===== src/rtl/imem_fetch_arbiter.sv =====
// imem_fetch_arbiter: round-robin sharing of one instruction-memory read port between two fetch requesters,
// with a per-access timeout that turns a missing completion into an error response.
module imem_fetch_arbiter #(
    parameter int ADDR_W  = 16,
    parameter int DATA_W  = 16,
    parameter int TIMEOUT = 15
) (
    input  logic              clk,
    input  logic              rst_n,
    input  logic [1:0]        req_valid,
    input  logic [ADDR_W-1:0] req_addr0,
    input  logic [ADDR_W-1:0] req_addr1,
    output logic [1:0]        req_ready,
    output logic [1:0]        rsp_valid,
    output logic [DATA_W-1:0] rsp_data,
    output logic              rsp_err,
    output logic [ADDR_W-1:0] PC,
    output logic              instrmem_rd,
    input  logic [DATA_W-1:0] Instr_dout,
    input  logic              complete_instr
);
    localparam int TW = $clog2(TIMEOUT + 1);
    typedef enum logic {IDLE, RD} state_t;
    state_t state, state_nx;
    logic owner, last_grant, grant, tmo;
    logic [TW-1:0] timer;
    always_comb begin
        grant     = (req_valid == 2'b11) ? ~last_grant : req_valid[1];
        req_ready = (rst_n && state == IDLE) ? ((grant ? 2'b10 : 2'b01) & req_valid) : 2'b00;
        tmo       = timer == TW'(TIMEOUT - 1);
        state_nx  = state;
        if (state == IDLE && |req_valid)
            state_nx = RD;
        else if (state == RD && (complete_instr || tmo))
            state_nx = IDLE;
    end
    always_ff @(posedge clk or negedge rst_n) begin
        if (!rst_n)
            state <= IDLE;
        else
            state <= state_nx;
    end
    // Completion takes priority over a timeout landing in the same cycle.
    always_ff @(posedge clk or negedge rst_n) begin
        if (!rst_n) begin
            PC          <= '0;
            instrmem_rd <= 1'b0;
            rsp_valid   <= 2'b00;
            rsp_data    <= '0;
            rsp_err     <= 1'b0;
            owner       <= 1'b0;
            last_grant  <= 1'b1;
            timer       <= '0;
        end else begin
            rsp_valid <= 2'b00;
            if (state == IDLE) begin
                if (|req_valid) begin
                    PC          <= grant ? req_addr1 : req_addr0;
                    owner       <= grant;
                    last_grant  <= grant;
                    instrmem_rd <= 1'b1;
                    timer       <= '0;
                end
            end else if (complete_instr || tmo) begin
                rsp_data    <= complete_instr ? Instr_dout : '0;
                rsp_err     <= ~complete_instr;
                rsp_valid   <= owner ? 2'b10 : 2'b01;
                instrmem_rd <= 1'b0;
            end else begin
                timer <= timer + 1'b1;
            end
        end
    end
endmodule


===== config.mk =====
export PLATFORM = sky130hd
export DESIGN_NAME = imem_fetch_arbiter
export DESIGN_NICKNAME = d
export VERILOG_FILES = /design/src/rtl/imem_fetch_arbiter.sv
export SDC_FILE = /design/constraint.sdc
export NUM_CORES = 1
export LEC_CHECK = 0
export ABC_AREA = 1
export CORE_ASPECT_RATIO = 1.75
export CORE_MARGIN = 4
export CORE_UTILIZATION = 40
export DETAILED_ROUTE_END_ITERATION = 16
export HOLD_SLACK_MARGIN = 0.05
export PLACE_DENSITY = 0.78
export REMOVE_ABC_BUFFERS = 1
export SLEW_MARGIN = 20
export SYNTH_ARGS = -nofsm -noshare
export SYNTH_HDL_FRONTEND = slang
export SYNTH_SLANG_ARGS = --single-unit

===== constraint.sdc =====
create_clock -name clk -period 2.9 [get_ports clk]
set_input_delay 0.58 -clock clk [delete_from_list [all_inputs] [get_ports clk]]
set_output_delay 0.58 -clock clk [all_outputs]
set_load 0.05 [all_outputs]

==> impl_results.md, run 1 <==
* Hold Path Class: in -> async
* Clk network pwr share at 13.7%
* DR iter-0 viols at 55
* Global-route wire length before repair at 7.32 mm
* Vias in the first global route at 1742
* Total Power at 2.77 mW
* Clock Latency Late Sink at 0.29 ns
* Grt ovf at 0
* Combinational fraction of design power at 52.7%
* Hold Buf Count CTS at 0
* Area Growth Syn to Fin at 49.9%
* Synth unique cells at 23
* CTS sink count at 43
* CTS tree: yes
* Initial core utilization at 41.8%
* Setup violations, final at 0
* Layout cell share with drive strength beyond 1 at 9.09%
* Worst EP required at 2.32 ns
* Top-area cell type share of the netlist area at 52.4%
* Average wire per standard cell at 12.0 um
* Num CTS Buffers at 5
* Seq pwr share at 33.6%
* Port buffer count at 90
* Crit Path Max Fanout at 3
* Die width at 61.5 um
* CP Capture Type: primary output
* Placeable core area at 4790 sq um
* Gate count of the mapped netlist at 227
* Residual DRC at 0
* Initial antenna violation count at 0
* Worst Path Arrival at 1.90 ns
* Root buffer cell: clkbuf_8
* Yosys warns at 0
* Sw frac at 46.3%
* RSZ-0062 raised after global routing: false
* Post-CTS Resized at 0
* Total net switching power at 1.28 mW
* Clock Path Buffers at 2
* Tcrit/Tclk final at 85.7%
* FMAX at 402 MHz
* Post-Route WL at 4.46 mm
* Slew headroom at 56.4%
* Die footprint at 6250 sq um
* Vias/cell at 4.72
* Pwr/cell area at 923 nW/um^2
* Most common cell in the netlist: nand2_1
* Fill count at 415
* Largest net degree at the start of global routing at 44
* Sequential area share after synthesis at 53.7%
* Run status: complete, no violations
* Skew final at 0.00754 ns
* Via count at 1751
* CP Class: in -> out
* Boundary Pins at 91
* Leakage power total at 1.50 nW
* Seq cells post-synth at 43
* Chip height at 102 um
* Max-slew violations at 0
* Hold Slack at 0.373 ns
* Antenna Cells at 0
* Synthesized area per cell at 8.83 sq um
* Synth top cells by count: nand2_1, dfrtp_1, inv_1
* Final ANT Viol Nets at 0
* Async SR Flop Fraction at 100%
* Pint at 1.49 mW
* Post-DP HPWL at 3.41 mm
* Max H-tree Level at 2
* Area contributors post-synth: dfrtp_1, nand2_1, o211ai_2, inv_1, buf_6
* Buffer count from post-CTS setup fixing at 0
* Initial DRT Pass Iterations at 4
* Routability cong. at 0.723
* R2R Setup Slk at 1.26 ns
* Crit path time final at 2.48 ns
* Syn Std Cell Area at 2000 sq um
* Fin. Hold Viols at 0
* Slew @ Worst Pin at 0.652 ns
* Post-synth EDFFs at 0
* Area of the multi-input gates at 722 sq um
* Rows at 33
* Max Cap Viol at 0
* Primary FF master, synth: dfrtp_1
* Crit start category: primary input
* Max VDD drop at 0.553 mV
* CTS clk-pin slew, worst paths at 0.08 ns
* Top cell type by total area after synthesis: dfrtp_1
* Sequential Area at 1080 sq um
* Fin nets at 373
* Gr usage total at 15.3%
## registers in the layout (all words and copies together), names as in the netlist
name and flops:
PC 16, rsp_data 16, timer 4, rsp_valid 2, instrmem_rd 1, last_grant 1, owner 1, rsp_err 1
state 1
## layout by cell type, fill, tap and decap left out, types with 2 or more instances in the layout
cell               n
clkbuf_8           6
buf_12             2
clkdlybuf4s50_1   87
buf_4              3
dfrtp_1           42
nand3_1            7
o211ai_2           9
ha_1               2
nor2_1             3
o211ai_1           7
nand2_1          106
inv_1             26
o21ai_0            3
nand4_1            2
## stage by stage
step,setup TNS (ns),setup WS [ns],instances,util [%],area (sq um)
final,0,0.415,371,62.7,3010
after global routing,0,0.356,371,62.7,3010
after CTS,0,0.412,371,62.7,3010
after detailed placement,0,0.412,363,60.8,2910
after global placement,0,0.434,363,60.8,2910
after floorplan,-0.264,-0.264,218,-,1910
## area by class of cell
cell class,instances,area share (%)
well taps,52,2.16
flip-flops and latches,43,35.8
repair buffers,93,31.2
inverters,29,3.71
clock inverters,1,0.167
multi-input cells,146,24.0
clock buffers,7,2.87
## worst max-delay path, stage by stage
cell and delay (ns):
clkdlybuf4s50_1 0.55, nand2_1 0.09, nand2_2 0.07, inv_1 0.05, nor4_1 0.36, buf_12 0.20
## power by group through the flow
stage	clock (mW)	combinational [mW]	sequential, mW
6_report	0.381	1.46	0.931
5_1_grt	0.428	1.56	0.955
4_1_cts	0.401	1.48	0.932
3_5_place_dp	0	1.48	0.940
3_3_place_gp	0	1.47	0.931
2_1_floorplan	0	0.305	1.56
## layer usage
metal	track usage, %	vias up	routed length (um)
met5	0	-	0
li1	-	883	-
met2	27.7	72	2290
met1	15.5	792	1710
met4	4.90	0	44
met3	5.87	4	417
## cell families after synthesis
| kind of cell | Yosys count | share of synthesized area, % |
|---|---|---|
| compound gates | 23 | 10.9 |
| xor+xnor | 1 | 0.437 |
| simple gates | 120 | 23.4 |
| flops | 43 | 53.7 |
| fa+ha+maj | 2 | 1.25 |
| buf+inv | 38 | 10.2 |
## worst paths after layout
path | startpoint | endpoint | cells after the start
max | req_valid[0] | req_ready[0] | 6
min | rst_n | rsp_data[13] | 2
max reg2reg | timer[0] | instrmem_rd | 7
min reg2reg | owner | rsp_valid[0] | 1
max in group asynchronous | rst_n | PC[11] | 2
min in group clk | owner | rsp_valid[0] | 1
Note: power is estimated with default switching activity, not from simulation.
==> run 2: changes to the inputs <==
Settings changed: PLACE_DENSITY 0.78 to default, PLACE_DENSITY_LB_ADDON from default to 0.1.
==> run 2 against run 1 <==
Compared with the run above:
- first-iteration DRC count is 22% lower
- register-to-register slack worse by 0.04 ns
- via count is 2.5% lower
- flip-flop and latch count stayed put
- critical path depth stayed put
- non-clock buffer count stayed put
- wire length is 2.2% higher
- worst hold slack better by 0.00061 ns
- cell count stayed put
- worst setup slack worse by 0.031 ns
- highest routed layer unchanged
==> impl_results.md, run 2 (synthesis gave the netlist of run 1 again) <==
* Critical Path Source: req_valid[0] (unchanged)
* Grt ovf at 0 (unchanged)
* Num CTS Buffers at 5 (unchanged)
* Cell area after placement at 2910 sq um (unchanged)
* Global-route wire length before repair at 7.11 mm (was 7.32 mm)
* Boundary Pins at 91 (unchanged)
* Post-Layout Inst Area at 3030 sq um (was 3010 sq um)
* Initial core utilization at 41.8% (unchanged)
* Via count at 1707 (was 1751)
* Worst setup margin at 0.384 ns (was 0.415 ns)
* CTS clk-pin slew, worst paths at 0.08 ns (about the same)
* Initial DRT Pass Iterations at 4 (unchanged)
* RSZ-0062 raised after global routing: false (unchanged)
* RR Startpoint: timer[0] (unchanged)
* Pwr/cell area at 943 nW/um^2 (was 923 nW/um^2)
* Clock Path Buffers at 2 (unchanged)
* Root buffer cell: clkbuf_8 (unchanged)
* Antenna Cells at 0 (unchanged)
* CP Class: in -> out (unchanged)
* Fill count at 420 (was 415)
* Vias/cell at 4.60 (was 4.72)
* Rows at 33 (unchanged)
* CP Capture Point: req_ready[0] (unchanged)
* Run status: complete, no violations (unchanged)
* Crit start category: primary input (unchanged)
* Crit path time final at 2.52 ns (was 2.48 ns)
* Post-DP HPWL at 3.34 mm (was 3.41 mm)
* Slew @ Worst Pin at 0.685 ns (was 0.652 ns)
* Average wire per standard cell at 12.3 um (was 12.0 um)
* Leakage power total at 1.51 nW (was 1.50 nW)
* Worst slack at placement at 0.377 ns (was 0.412 ns)
* Gr usage total at 15.1% (was 15.3%)
* Area of the multi-input gates at 722 sq um (unchanged)
* Crit Path Max Fanout at 3 (unchanged)
* FMAX at 397 MHz (was 402 MHz)
* DR iter-0 viols at 43 (was 55)
* Placeable core area at 4790 sq um (unchanged)
* Worst EP required at 2.32 ns (about the same)
* Hold Path Class: in -> async (unchanged)
* Final ANT Viol Nets at 0 (unchanged)
* Vias in the first global route at 1567 (was 1742)
* Largest net degree at the start of global routing at 44 (unchanged)
* Biggest regs: PC (16), rsp_data (16), timer (4) (unchanged)
* Max H-tree Level at 2 (unchanged)
* Post-Route WL at 4.55 mm (was 4.46 mm)
* Max VDD drop at 0.628 mV (was 0.553 mV)
* Reg2Reg Capture Point: instrmem_rd (unchanged)
* Slew headroom at 54.2% (was 56.4%)
* Commonest non-fill, non-tap cell in the layout: nand2_1 (unchanged)
* Max Cap Viol at 0 (unchanged)
* Post-CTS Resized at 0 (unchanged)
* Die footprint at 6250 sq um (unchanged)
* Initial antenna violation count at 0 (unchanged)
* Sequential Area at 1080 sq um (unchanged)
* R2R Setup Slk at 1.22 ns (was 1.26 ns)
* Most frequent cells in the layout: nand2_1, clkdlybuf4s50_1, dfrtp_1 (unchanged)
* Chip height at 102 um (unchanged)
* Hold Buf Count CTS at 0 (unchanged)
* Die width at 61.5 um (unchanged)
* Routability cong. at 0.722 (was 0.723)
* Fin. Hold Viols at 0 (unchanged)
* Max-slew violations at 0 (unchanged)
* Tcrit/Tclk final at 86.8% (was 85.7%)
* Fin nets at 373 (unchanged)
* Skew final at 0.00494 ns (was 0.00754 ns)
* CP Capture Type: primary output (unchanged)
* CTS tree: yes (unchanged)
* Worst r2r path cells at 7 (unchanged)
* Buffer count from post-CTS setup fixing at 0 (unchanged)
* CTS sink count at 43 (unchanged)
* Residual DRC at 0 (unchanged)
* Area Growth Syn to Fin at 51.0% (was 49.9%)
* Port buffer count at 90 (unchanged)
* Clock Latency Late Sink at 0.29 ns (about the same)
* Setup violations, final at 0 (unchanged)
* Worst Path Arrival at 1.94 ns (was 1.90 ns)
* Layout cell share with drive strength beyond 1 at 9.40% (was 9.09%)
-- run 2: changes by cell type in the layout (fill, tap and decap cells not counted) --
| cell | previous run | this run |
|---|---|---|
| clkbuf_8 | 6 | 5 |
| clkinv_4 | 0 | 1 |
| bufinv_16 | 0 | 1 |
| clkbuf_1 | 1 | 0 |
-- run 2: critical path: stages --
cell	delay, ns
clkdlybuf4s50_1	0.55
nand2_1	0.09
nand2_2	0.07
inv_1	0.05
nor4_1	0.39
buf_12	0.21
-- run 2: routing by layer --
metal  GRT usage [%]  part of all wire (%)
met4            6.37                   1.7
met1            18.0                    40
met5               0                     0
met3            4.85                   9.1
met2            24.5                    49
-- run 2: area by class of cell --
type | count | share of cell area, %
clock buffers | 5 | 2.27
clock inverters | 3 | 1.45
inverters | 29 | 3.68
multi-input cells | 146 | 23.9
flip-flops and latches | 43 | 35.6
well taps | 52 | 2.15
repair buffers | 93 | 31.0
-- run 2: worst min path at each step --
stage | startpoint | end | slack, ns | depth (start not counted)
2_1_floorplan | rst_n | PC[0] | 0.28 | 0
3_3_place_gp | owner | rsp_valid[0] | 0.41 | 1
3_5_place_dp | owner | rsp_valid[0] | 0.42 | 1
4_1_cts | rst_n | PC[4] | 0.40 | 2
5_1_grt | rst_n | rsp_data[8] | 0.42 | 2
6_report | rst_n | rsp_data[8] | 0.37 | 2
-- run 2: power breakdown --
group | total (mW) | internal (mW) | switching (mW)
Sequential | 0.925 | 0.807 | 0.119
Combinational | 1.46 | 0.491 | 0.973
Clock | 0.464 | 0.256 | 0.207
-- run 2: per-stage QoR --
stage	total power, mW	instances	setup TNS, ns	util, %	hold slack (ns)
after global routing	3.02	371	0	63.2	0.424
after CTS	2.90	371	0	63.2	0.396
final	2.85	371	0	63.2	0.374
after global placement	2.40	363	0	60.8	0.412
after detailed placement	2.42	363	0	60.8	0.421
after floorplan	1.86	218	-0.264	-	0.284
==> run 3: changes to the inputs <==
Settings changed: ABC_CLOCK_PERIOD_IN_PS from default to 2900, SLEW_MARGIN 20 to default.
==> results of run 3 <==
No change in the layout: final DEF, timing and power equal those of run 2.
